File: src/rtl/audio_arbiter.sv
// Purpose     : fixed-priority share of the single audio_codec write port between N_SRC sound players.
// Latency     : pop to codec strobe is 2 cycles; one sample per 4 cycles (FETCH, WRITE, strobe, GAP).
// Backpressure: aud_write_ready=0 stalls in WRITE (or FETCH on underrun); src_ready pulses only on an actual pop.
module audio_arbiter #(
    parameter int N_SRC     = 4,
    parameter bit PREEMPT   = 1'b1,
    parameter bit IDLE_ZERO = 1'b1
) (
    input  logic                  clk,
    input  logic                  reset,
    input  logic [N_SRC-1:0]      src_req,
    input  logic [N_SRC-1:0]      src_valid,
    input  logic [24*N_SRC-1:0]   src_data,
    output logic [N_SRC-1:0]      src_ready,
    input  logic                  aud_write_ready,
    output logic                  aud_write,
    output logic [23:0]           aud_write_d,
    output logic                  grant_valid,
    output logic [2:0]            grant_id,
    output logic [7:0]            underrun_cnt
);

    typedef enum logic [1:0] {
        ST_IDLE  = 2'd0,
        ST_FETCH = 2'd1,
        ST_WRITE = 2'd2,
        ST_GAP   = 2'd3
    } state_t;

    state_t      state_q, state_d;
    logic        grant_vld_q, grant_vld_d;
    logic [2:0]  grant_id_q, grant_id_d;
    logic [23:0] sample_q, sample_d;
    logic        wr_q, wr_d;
    logic [23:0] wr_dat_q, wr_dat_d;
    logic [7:0]  urun_q, urun_d;

    logic        cand_vld;
    logic [2:0]  cand_id;
    logic        hold_req;
    logic        arb_vld;
    logic [2:0]  arb_id;
    logic        sel_valid;
    logic [23:0] sel_data;

    // Candidate is the lowest-index requester; also look up the current holder's req.
    always_comb begin
        cand_vld = 1'b0;
        cand_id  = 3'd0;
        hold_req = 1'b0;
        for (int i = N_SRC - 1; i >= 0; i--) begin
            if (src_req[i]) begin
                cand_vld = 1'b1;
                cand_id  = 3'(i);
            end
        end
        for (int i = 0; i < N_SRC; i++) begin
            if (grant_id_q == 3'(i)) begin
                hold_req = src_req[i];
            end
        end
    end

    // Arbitration result: release a holder that dropped req, optionally preempt by a lower index.
    always_comb begin
        arb_vld = grant_vld_q;
        arb_id  = grant_id_q;
        if (!grant_vld_q || !hold_req) begin
            arb_vld = cand_vld;
            arb_id  = cand_id;
        end else if (PREEMPT && cand_vld && (cand_id < grant_id_q)) begin
            arb_id  = cand_id;
        end
    end

    // Select valid/data of the post-arbitration holder.
    always_comb begin
        sel_valid = 1'b0;
        sel_data  = 24'h0;
        for (int i = 0; i < N_SRC; i++) begin
            if (arb_id == 3'(i)) begin
                sel_valid = src_valid[i];
                sel_data  = src_data[i*24 +: 24];
            end
        end
        if (!arb_vld) begin
            sel_valid = 1'b0;
        end
    end

    // Next-state, grant, sample latch, strobe and pop generation.
    always_comb begin
        state_d     = state_q;
        grant_vld_d = grant_vld_q;
        grant_id_d  = grant_id_q;
        sample_d    = sample_q;
        wr_d        = 1'b0;
        wr_dat_d    = wr_dat_q;
        urun_d      = urun_q;
        src_ready   = '0;
        case (state_q)
            ST_IDLE: begin
                if (cand_vld) begin
                    grant_vld_d = 1'b1;
                    grant_id_d  = cand_id;
                    state_d     = ST_FETCH;
                end else if (IDLE_ZERO && aud_write_ready) begin
                    sample_d = 24'h0;
                    state_d  = ST_WRITE;
                end
            end
            ST_FETCH: begin
                grant_vld_d = arb_vld;
                grant_id_d  = arb_vld ? arb_id : 3'd0;
                if (!arb_vld) begin
                    state_d = ST_IDLE;
                end else if (sel_valid) begin
                    sample_d = sel_data;
                    for (int i = 0; i < N_SRC; i++) begin
                        src_ready[i] = (arb_id == 3'(i));
                    end
                    state_d = ST_WRITE;
                end else if (aud_write_ready) begin
                    // Starved holder: keep the codec fed with silence.
                    sample_d = 24'h0;
                    if (urun_q != 8'hFF) begin
                        urun_d = urun_q + 8'd1;
                    end
                    state_d = ST_WRITE;
                end
            end
            ST_WRITE: begin
                // wr_q marks the strobe cycle; leave only once it has been shown.
                if (wr_q) begin
                    state_d = ST_GAP;
                end else if (aud_write_ready) begin
                    wr_d     = 1'b1;
                    wr_dat_d = sample_q;
                end
            end
            ST_GAP: begin
                state_d = (grant_vld_q || cand_vld) ? ST_FETCH : ST_IDLE;
            end
            default: begin
                state_d = ST_IDLE;
            end
        endcase
    end

    // State and datapath registers; reset aborts any write in flight.
    always_ff @(posedge clk or posedge reset) begin
        if (reset) begin
            state_q     <= ST_IDLE;
            grant_vld_q <= 1'b0;
            grant_id_q  <= 3'd0;
            sample_q    <= 24'h0;
            wr_q        <= 1'b0;
            wr_dat_q    <= 24'h0;
            urun_q      <= 8'h0;
        end else begin
            state_q     <= state_d;
            grant_vld_q <= grant_vld_d;
            grant_id_q  <= grant_id_d;
            sample_q    <= sample_d;
            wr_q        <= wr_d;
            wr_dat_q    <= wr_dat_d;
            urun_q      <= urun_d;
        end
    end

    assign aud_write    = wr_q;
    assign aud_write_d  = wr_dat_q;
    assign grant_valid  = grant_vld_q;
    assign grant_id     = grant_id_q;
    assign underrun_cnt = urun_q;

endmodule
File: config.mk
export PLATFORM = sky130hd
export DESIGN_NAME = audio_arbiter
export DESIGN_NICKNAME = d
export VERILOG_FILES = /design/src/rtl/audio_arbiter.sv
export SDC_FILE = /design/constraint.sdc
export NUM_CORES = 1
export LEC_CHECK = 0
export BUFFER_PORTS_ARGS = -buffer_cell sky130_fd_sc_hd__buf_2
export CAP_MARGIN = 20
export CELL_PAD_IN_SITES_DETAIL_PLACEMENT = 0
export CELL_PAD_IN_SITES_GLOBAL_PLACEMENT = 1
export CORE_UTILIZATION = 31
export CTS_BUF_LIST = sky130_fd_sc_hd__clkbuf_16
export DETAILED_ROUTE_END_ITERATION = 10
export PLACE_DENSITY = 0.73
export SLEW_MARGIN = 25
export SYNTH_ARGS = -nofsm -noshare
export SYNTH_HDL_FRONTEND = slang
export SYNTH_SLANG_ARGS = --single-unit
File: constraint.sdc
create_clock -name clk -period 1.83 [get_ports clk]
set_input_delay 0.183 -clock clk [delete_from_list [all_inputs] [get_ports clk]]
set_output_delay 0.183 -clock clk [all_outputs]
set_load 0.01 [all_outputs]
* Yosys cells after proc, flatten, opt, wreduce, memory -nomap -nowiden *
Index checks and enable logic that the tools add are counted.

word-level totals
  register bits = 63
  input port bits = 107
  output and inout bits = 41
  logic and storage cells = 85

cells by class
  $add $sub $neg = 1
  magnitude comparators = 1
  equal/unequal tests = 14
  muxes and demuxes = 47
  bitwise operators = 2
  reductions and logical operators = 13

operators by type and width
  cell                                                 count
  two-way mux 24 bit                                   8
  case mux 24 bit (2 select lines)                     1
  two-way mux 1 bit                                    19
  two-way mux 3 bit                                    6
  two-way mux 2 bit                                    7
  equality test 3 x 2 -> 1 bit, second input constant  4
  two-way mux 4 bit                                    3
  adder 8 x 1 -> 8 bit, second input constant          1
  inequality test 2 bit, second input constant         4
  inequality test 8 bit, second input constant         1
  case mux 2 bit (4 select lines)                      1
  equality test 3 x 1 -> 1 bit, second input constant  2
  zero test 3 bit                                      2
  case mux 3 bit (2 select lines)                      1
  AND reduction 3 bit                                  2
  AND reduction 5 bit                                  1
  equality test 2 bit, second input constant           2
  less-than comparator 3 bit                           1
  equality test 2 x 1 -> 1 bit, second input constant  1
  zero test 1 bit                                      2
  zero test 2 bit                                      1
  logical OR 1 bit                                     2
  inverter 1 bit                                       2
  case mux 1 bit (2 select lines)                      1
  other kinds (3)                                      3

* Logic depth before layout (Yosys ltp) *
Gate-level depths: netlist of the first run.

  depth in word-level cells = 17
  mapped depth = 8
  gate-level depth less buffers = 6

* Least setup slack after synthesis of the first run *
Ideal clock, no wire load.

  path type = register -> register
  from = reg state_q[1]
  to = reg urun_q[1] (netlist: underrun_cnt[1])
  library setup time = 0.128 ns
  arrival time = 1.697 ns
  slack = 0.005 ns
  cell stages (with the launch flop) = 6
  period minus slack after synthesis = 1.825 ns
  cells stage by stage = dfrtp_1 nand2b_1 or4b_4 nor2_2 and2_1 mux2_1

between the ends
  cells in the longest elaborated chain, start to end = 2

RTL lines
  what                                  RTL line  text
  start, declared                       30        state_t state_q, state_d;
  start signal, assigned                161       state_q <= state_d;
  equality test 2 x 1 -> 1 bit          101       case (state_q)
  AND reduction 5 bit (no source line)  n/a
  end signal, assigned                  167       urun_q <= urun_d;
  end, declared                         36        logic [7:0] urun_q, urun_d;

No other way between the ends.
A chain may end at the register's enable or synchronous reset.

* Final worst setup path of the first run *
  from = reg state_q[1]
  to = reg wr_dat_q[7] (netlist: aud_write_d[7])

between the ends
  cells in the longest elaborated chain, start to end = 2

RTL lines
  what                                  RTL line  text
  equality test 2 bit                   101
  AND reduction 3 bit (no source line)  n/a
  end signal, assigned                  166       wr_dat_q <= wr_dat_d;
  end, declared                         35        logic [23:0] wr_dat_q, wr_dat_d;

No other way between the ends.

==> results of run 1 <==
==> cell families (layout without fill, tap and decap cells) <==
kind of cell	after synthesis	count (layout)	synth area share, %
AOI/OAI and AO/OA	115	115	19.3
and+or+nand+nor	69	69	10.6
DFF	63	63	47.7
buffers and inverters	30	195	4.58
muxes	49	49	15.8
adders and majority gates	1	1	0.379
xor gates and xnor gates	6	6	1.59
==> worst max-delay path by stage <==
| stage | slack, ns | to | cells after the start |
|---|---|---|---|
| final | 0.002 | aud_write_d[7] | 7 |
| after global routing | -0.06 | src_ready[2] | 7 |
| after CTS | -0.08 | src_ready[2] | 7 |
| after detailed placement | -0.002 | underrun_cnt[1] | 5 |
| after global placement | 0.04 | underrun_cnt[1] | 5 |
| after floorplan | 0.005 | underrun_cnt[1] | 5 |
==> where the power goes <==
part	switching [mW]	leakage (nW)	total [mW]	internal (mW)
Clock	0.534	0.120	1.41	0.872
Sequential	0.341	0.804	2.33	1.99
Combinational	1.13	1.48	2.42	1.29
Total	2.01	2.40	6.16	4.15
==> flip-flops by register name, indices dropped and copies added, names as in the netlist <==
name / cells
aud_write_d: 24
sample_q: 24
underrun_cnt: 8
grant_id: 3
state_q: 2
aud_write: 1
grant_valid: 1
==> repair_timing <==
item,in CTS,in global routing
endpoints found under the hold margin,63,0
hold buffers,1,0
resized for setup,8,15
setup endpoints to repair,5,30
pin swaps,3,3
buffers inserted,5,1
gates cloned,0,2
==> Yosys cell counts, types with 4 or more instances <==
library cell	instances
o21ai_0	51
o22ai_1	26
dfrtp_1	63
clkbuf_1	12
mux2i_1	24
xnor2_1	4
nand2_1	33
nand3_1	5
buf_2	7
nor2_1	8
mux2_2	24
a21oi_1	29
nor3_1	5
==> routing by layer <==
layer | vias to the layer above | part of all wire, % | global-route usage, % | wire length [um]
met5 | - | 0.17 | 0 | 16
met4 | 2 | 1.3 | 5.73 | 123
met3 | 14 | 4.8 | 4.02 | 462
met2 | 104 | 49 | 29.5 | 4740
met1 | 1529 | 45 | 22.4 | 4340
li1 | 1539 | - | - | -
==> area by class of cell <==
cell class	instances	area, um2	area share (%)
sequential	63	1580	33.4
inverter	4	15.0	0.318
clock inverter	4	16.3	0.344
multi-input combinational	240	1660	35.1
tap	136	170	3.60
clock buffer	9	225	4.76
timing repair buffer	178	1060	22.5
==> metrics by stage <==
step / util, % / TNS, ns / hold WS (ns) / instances / instance area, um2
after floorplan: - / 0 / 0.316 / 333 / 3300
after global placement: 41.4 / 0 / 0.283 / 613 / 4270
after detailed placement: 41.4 / -0.00196 / 0.290 / 613 / 4270
after CTS: 44.5 / -0.151 / 0.124 / 631 / 4590
after global routing: 45.8 / -0.515 / 0.151 / 634 / 4730
final: 45.8 / 0 / 0.148 / 634 / 4730
==> worst max-delay path: stages, from the launching register on <==
cell       delay, ns
dfrtp_1         0.36
buf_4           0.12
buf_4           0.10
or3b_4          0.39
nor2_4          0.13
buf_12          0.13
clkbuf_16       0.15
mux2_2          0.33
==> impl_metrics.ini, run 1 <==
[global_route]
overflow = 0
grt_use_total_pct = 17.6
antenna_found_initial = 1
grt_max_degree = 34
grt_pass1_vias = 3085
grt_pass1_wl_um = 15200

[setup_path]
reg2reg_depth = 7
r2r_end = aud_write_d[7]
start_kind = register
r2r_slack_ns = 0.002
required_ns = 2.03
cp.arrival_ns = 2.03
crit_path_start = state_q[1]
critPathKind = register to register
endpoint_kind = register
r2r_start = state_q[1]
crit_path_max_fanout = 6

[logic_synthesis]
synth.distinct_cells = 43
synth_nets = 441
syn_avg_cell_area_um2 = 9.92
synth_ff_type = dfrtp_1
synthTopCellsByArea = dfrtp_1 (48%), mux2_2 (8.2%), o21ai_0 (7.7%)
yosysTopAreaCell = dfrtp_1
ys_seq_area_share_pct = 47.7
synth-seq-cells = 63
yosys_warnings = 0
synth_area_um2 = 3300
synth_top_area_share_pct = 47.7
async_flop_share_pct = 100
synth_edf_count = 0
postSynthCellCount = 333

[finish]
n_antenna_cell = 0
mostFrequentLayoutCells = buf_2 (147), dfrtp_1 (63), o21ai_0 (51)
area_growth_pct = 43.1
final_common_cell = buf_2
drive_above_1_share_pct = 45.4
fillerInstances = 995
nets = 604

[power]
power_density_nw_per_um2 = 1300
irDropWorstVdd_v = 0.000431
power.total_mw = 6.16
p_leak_nw = 2.40

[detailed_routing]
wirelength_um = 9690
avgViaCountPerCell = 5.03
avgRoutedWirePerCell_um = 15.3
drtPass1Iterations = 4
drc = 0
vias = 3188
ant_nets = 0
drt_iter0_drc = 114

[timing]
slew-limit-headroom_pct = 64.4
fin_crit_ns = 1.83
fin_crit_sh_pct = 99.9
hold_violations = 0
fin_worst_skew_ns = 0.00600
slew_violations = 0
rsz0062_at_grt = true
setup_viol = 0
fin_ws_ns = 0.00235
tightest_slew_ns = 0.533
max_freq_mhz = 547

[clock_network]
clk_latency_ns = 0.32
clk_path_buf_depth = 2
cts_tree = done
cts_htree_levels = 3
root_buffer = clkbuf_16
cts_made_buffers = 9
path_clk_slew_ns = 0.05
clock-sinks = 63

[placement]
port-buffer-count = 147
dpl.hpwl_um = 7110
gp_congestion = 0.766
pre_cts_ws_ns = -0.00196

[min_path]
holdPathEnd = state_q[1]
min_path_type = input pin to register
worstHoldPathCells = 3
min_from = aud_write_ready

[floorplanning]
num_io_pins = 148
fp.dieW_um = 105
rows = 37
core_um2 = 10300
start_util_pct = 32.0
dieArea_um2 = 11100
die_y_um = 105

[outcome]
status = finished, final reports clean

[run]
maxCapViolCount = 0
No activity file was read; power rests on OpenSTA's default activity.
==> run 2, diff against run 1 <==
--- a/config.mk
+++ b/config.mk
@@ -13,6 +13,7 @@
 export CTS_BUF_LIST = sky130_fd_sc_hd__clkbuf_16
 export DETAILED_ROUTE_END_ITERATION = 10
 export PLACE_DENSITY = 0.73
+export SETUP_SLACK_MARGIN = 0.15
 export SLEW_MARGIN = 25
 export SYNTH_ARGS = -nofsm -noshare
 export SYNTH_HDL_FRONTEND = slang
==> run 2 against run 1 <==
  * Core utilization grew 0.46 points
  * Highest routed layer is now met4
  * Register-to-register slack gained 0.02 ns
  * Count of clock-buffer cells in the layout is the same
  * Non-clock buffer count shrank 2
  * Largest cell class unchanged
  * Fmax grew 0.95%
  * Hold slack gained 0.011 ns
==> impl_metrics.ini, run 2 (synthesized netlist as in run 1, its figures left out) <==
[outcome]
status = finished, final reports clean

[detailed_routing]
vias = 3133
avgRoutedWirePerCell_um = 15.2
avgViaCountPerCell = 4.93
drt_iter0_drc = 121
ant_nets = 0
wirelength_um = 9660
drtPass1Iterations = 4
drc = 0

[power]
p_leak_nw = 2.40
power_density_nw_per_um2 = 1330
power.total_mw = 6.33
irDropWorstVdd_v = 0.000547

[floorplanning]
die_y_um = 105
dieArea_um2 = 11100
start_util_pct = 32.0
fp.dieW_um = 105
core_um2 = 10300
num_io_pins = 148
rows = 37

[timing]
fin_crit_sh_pct = 98.9
tightest_slew_ns = 0.568
setup_viol = 0
rsz0062_at_grt = true
hold_violations = 0
fin_crit_ns = 1.81
slew_violations = 0
fin_worst_skew_ns = 0.00792
max_freq_mhz = 552
slew-limit-headroom_pct = 62.0

[clock_network]
clk_path_buf_depth = 2
cts_made_buffers = 9
clock-sinks = 63
cts_htree_levels = 3
root_buffer = clkbuf_16
cts_tree = done
clk_latency_ns = 0.33
path_clk_slew_ns = 0.06

[setup_path]
cp.arrival_ns = 2.02
required_ns = 2.04
reg2reg_depth = 5
crit_buf_inv = 0
slowest_delay_ns = 0.58
path_cells = nand2b_4, or4b_4, nor2_4, and2_4, mux2_4
critPathKind = register to register
endpoint_kind = register
cpMaxStageDelayCell = or4b_4
start_kind = register
crit_path_max_fanout = 4
path_depth = 5
critical-path-top-delay-family = simple AND/OR/NAND/NOR gates

[global_route]
overflow = 0
antenna_found_initial = 0
grt_use_total_pct = 17.9
grt_pass1_wl_um = 15300
grt_pass1_vias = 3074
grt_max_degree = 29

[placement]
dpl.hpwl_um = 7190
port-buffer-count = 147
gp_congestion = 0.802
dp_cells = 611

[min_path]
min_path_type = input pin to register
worstHoldPathCells = 3

[finish]
nets = 602
mostFrequentLayoutCells = buf_2 (146), dfrtp_1 (62), o21ai_0 (51)
final_common_cell = buf_2
n_antenna_cell = 0
finalNonFillerCells = 635
area_growth_pct = 44.5
drive_above_1_share_pct = 47.5

[run]
maxCapViolCount = 0
==> run 2: through the flow <==
stage          TNS [ns]  util (%)  instance area, um2  worst slack [ns]  hold slack, ns
2_1_floorplan         0         -                3340            0.0690           0.308
3_3_place_gp          0      41.8                4310            0.0803           0.194
3_5_place_dp          0      41.8                4310            0.0639           0.193
4_1_cts               0      45.3                4680            0.0446           0.144
5_1_grt         -0.0211      46.2                4770           -0.0107           0.168
6_report              0      46.2                4770            0.0195           0.159
==> run 2: final timing paths <==
path,start,endpoint,slack [ns]
min reg2reg,aud_write_d[9],aud_write_d[9],0.50
min in group asynchronous,reset,aud_write_d[14],0.40
max in group asynchronous,reset,sample_q[7],0.86
max reg2reg,state_q[1],underrun_cnt[1],0.02
max,state_q[1],underrun_cnt[1],0.02
min,aud_write_ready,state_q[1],0.16
==> run 2: tightest hold or removal path: stages <==
cell and delay, ns:
buf_2 0.12, nand2_1 0.06, o211ai_1 0.08
==> run 2: cell type report <==
cell class / count / area [um2]
Timing Repair Buffer: 176 / 1020
Clock inverter: 7 / 73.8
Inverter: 4 / 18.8
Clock buffer: 9 / 225
Fill cell: 1020 / 5550
Sequential cell: 63 / 1580
Tap cell: 136 / 170
Multi-Input combinational cell: 240 / 1680
==> run 2: layer usage <==
layer	vias up	part of all wire [%]	global-route usage, %	routed length [um]
met4	0	1.9	6.94	180
met2	93	47	28.9	4540
li1	1543	-	-	-
met1	1484	47	23.2	4490
met3	13	4.6	4.08	441
met5	-	0	0	0
==> run 2: power by group <==
group | switching, mW | internal (mW)
Clock | 0.619 | 1.05
Sequential | 0.344 | 1.99
Combinational | 1.11 | 1.21
Total | 2.08 | 4.25
==> run 2: repair_timing <==
action / in CTS / in global routing
hold buffers: 1 / 0
setup buffers: 2 / 5
pin swaps: 2 / 5
setup endpoints to repair: 31 / 34
resized for setup: 8 / 10
hold endpoints to repair: 15 / 0
==> run 3, diff against run 2 <==
--- a/config.mk
+++ b/config.mk
@@ -9,10 +9,11 @@
 export CAP_MARGIN = 20
 export CELL_PAD_IN_SITES_DETAIL_PLACEMENT = 0
 export CELL_PAD_IN_SITES_GLOBAL_PLACEMENT = 1
-export CORE_UTILIZATION = 31
-export CTS_BUF_LIST = sky130_fd_sc_hd__clkbuf_16
+export CORE_UTILIZATION = 32
+export CTS_BUF_LIST = sky130_fd_sc_hd__clkbuf_4 sky130_fd_sc_hd__clkbuf_8
 export DETAILED_ROUTE_END_ITERATION = 10
-export PLACE_DENSITY = 0.73
+export PLACE_DENSITY = 0.75
+export REMOVE_ABC_BUFFERS = 1
 export SETUP_SLACK_MARGIN = 0.15
 export SLEW_MARGIN = 25
 export SYNTH_ARGS = -nofsm -noshare
==> run 3 against run 2 <==
  * Final cell count is 0.94% higher
  * Via count is 1.7% higher
  * Core utilization rose by 3.4 points
  * Global-route usage up 0.54 points
  * Sequential share of layout area shrank 1.0 points
  * Highest routed layer unchanged
==> impl_metrics.ini, run 3 (synthesized netlist as in run 1, its figures left out) <==
[outcome]
status = finished, final reports clean

[min_path]
min_path_type = input pin to register

[finish]
final_common_cell = buf_2
area_growth_pct = 48.9
mostFrequentLayoutCells = buf_2 (146), dfrtp_1 (63), o21ai_0 (51)
drive_above_1_share_pct = 50.2
n_antenna_cell = 0
nets = 611
fillerInstances = 937

[placement]
dpl.hpwl_um = 7140
pre_cts_ws_ns = -0.0920
gp_congestion = 0.831
port-buffer-count = 147

[clock_network]
cts_tree = done
root_buffer = clkbuf_8
clock-sinks = 63
clk_path_buf_depth = 2
path_clk_slew_ns = 0.07
clk_latency_ns = 0.33
cts_made_buffers = 9
cts_htree_levels = 3

[run]
maxCapViolCount = 0

[setup_path]
required_ns = 1.65
slowest_delay_ns = 0.38
cp.arrival_ns = 1.64
path_cells = nand2b_4, buf_6, nor2_4, nand2_2, a21o_4, buf_6, nor2_4, buf_6
cpMaxStageDelayCell = dfrtp_1
critPathMostFrequentCell = buf_6
start_kind = register
crit_path_max_fanout = 7
crit_buf_inv = 3
critPathKind = register to output pin
endpoint_kind = output pin
critical-path-top-delay-family = flip-flops

[detailed_routing]
vias = 3187
avgRoutedWirePerCell_um = 15.4
drt_iter0_drc = 103
drc = 0
drtPass1Iterations = 4
ant_nets = 0
avgViaCountPerCell = 4.97
wirelength_um = 9890

[timing]
setup_viol = 0
fin_ws_ns = 0.00798
hold_violations = 0
max_freq_mhz = 549
slew_violations = 0
rsz0062_at_grt = true
fin_crit_sh_pct = 99.6
tightest_slew_ns = 0.575
slew-limit-headroom_pct = 61.6
fin_worst_skew_ns = 0.00946
fin_crit_ns = 1.82

[floorplanning]
num_io_pins = 148
start_util_pct = 33.3
dieArea_um2 = 10700
rows = 36
die_y_um = 104
fp.dieW_um = 104
core_um2 = 9910

[power]
p_leak_nw = 2.51
power_density_nw_per_um2 = 1300
power.total_mw = 6.40
irDropWorstVdd_v = 0.000465

[global_route]
antenna_found_initial = 0
grt_use_total_pct = 18.4
overflow = 0
grt_pass1_vias = 3105
grt_pass1_wl_um = 15600
grt_max_degree = 49
## run 3: changes by cell type in the layout (fill, tap and decap cells not counted), sizes merged
| cell | change |
|---|---|
| buf | +9 |
| bufinv | +1 |
| inv | +1 |
| clkinv | -3 |
| clkinvlp | -1 |
| clkbuf | +2 |
## run 3: what timing repair did
item | 4_1_cts | 5_1_grt
buffers inserted | 6 | 3
cloned | 2 | 0
resized for setup | 25 | 48
hold buffers | 1 | 0
setup endpoints to repair | 35 | 57
hold endpoints to repair | 60 | 0
pin swaps | 6 | 9
## run 3: metal layers
| metal | part of all wire (%) | vias up | track usage, % |
|---|---|---|---|
| met1 | 44 | 1506 | 23.4 |
| met3 | 7.0 | 11 | 4.15 |
| met5 | 0 | - | 0 |
| met2 | 48 | 112 | 30.2 |
| met4 | 1.4 | 0 | 7.56 |
| li1 | - | 1558 | - |
## run 3: final cells by class
cell class / count / area, um2 / area share [%]
clock inverter: 5 / 82.6 / 1.68
tap: 133 / 166 / 3.38
sequential: 63 / 1580 / 32.0
multi-input combinational: 240 / 1800 / 36.7
clock buffer: 11 / 139 / 2.82
inverter: 4 / 15.0 / 0.305
timing repair buffer: 185 / 1140 / 23.1
## run 3: metrics by stage
step	area [um2]	util, %	hold slack (ns)	std cells	TNS, ns
2_1_floorplan	3170	-	0.281	307	-10.04
3_3_place_gp	4270	43.1	0.267	613	-0.0318
3_5_place_dp	4270	43.1	0.266	613	-0.169
4_1_cts	4690	47.4	0.112	638	-0.687
5_1_grt	4920	49.6	0.145	641	-0.323
6_report	4920	49.6	0.125	641	0
## run 3: path summary, 6_finish.rpt
check | endpoint | cells after the start | from | slack (ns)
max reg2reg | aud_write_d[0] | 7 | state_q[1] | 0.06
min in group asynchronous | underrun_cnt[0] | 4 | reset | 0.45
min | state_q[1] | 3 | aud_write_ready | 0.12
min reg2reg | grant_id[2] | 1 | grant_id[2] | 0.49
max | src_ready[3] | 8 | state_q[1] | 0.008
max in group asynchronous | grant_id[1] | 4 | reset | 0.95
## run 3: power by group
part,internal [mW],switching [mW]
logic,1.50,1.22
clock network,0.797,0.522
registers,1.98,0.372
total,4.28,2.12
## run 3: worst min-delay path: stages
cell      delay (ns)
buf_2           0.10
nand2_1         0.05
o211ai_1        0.08
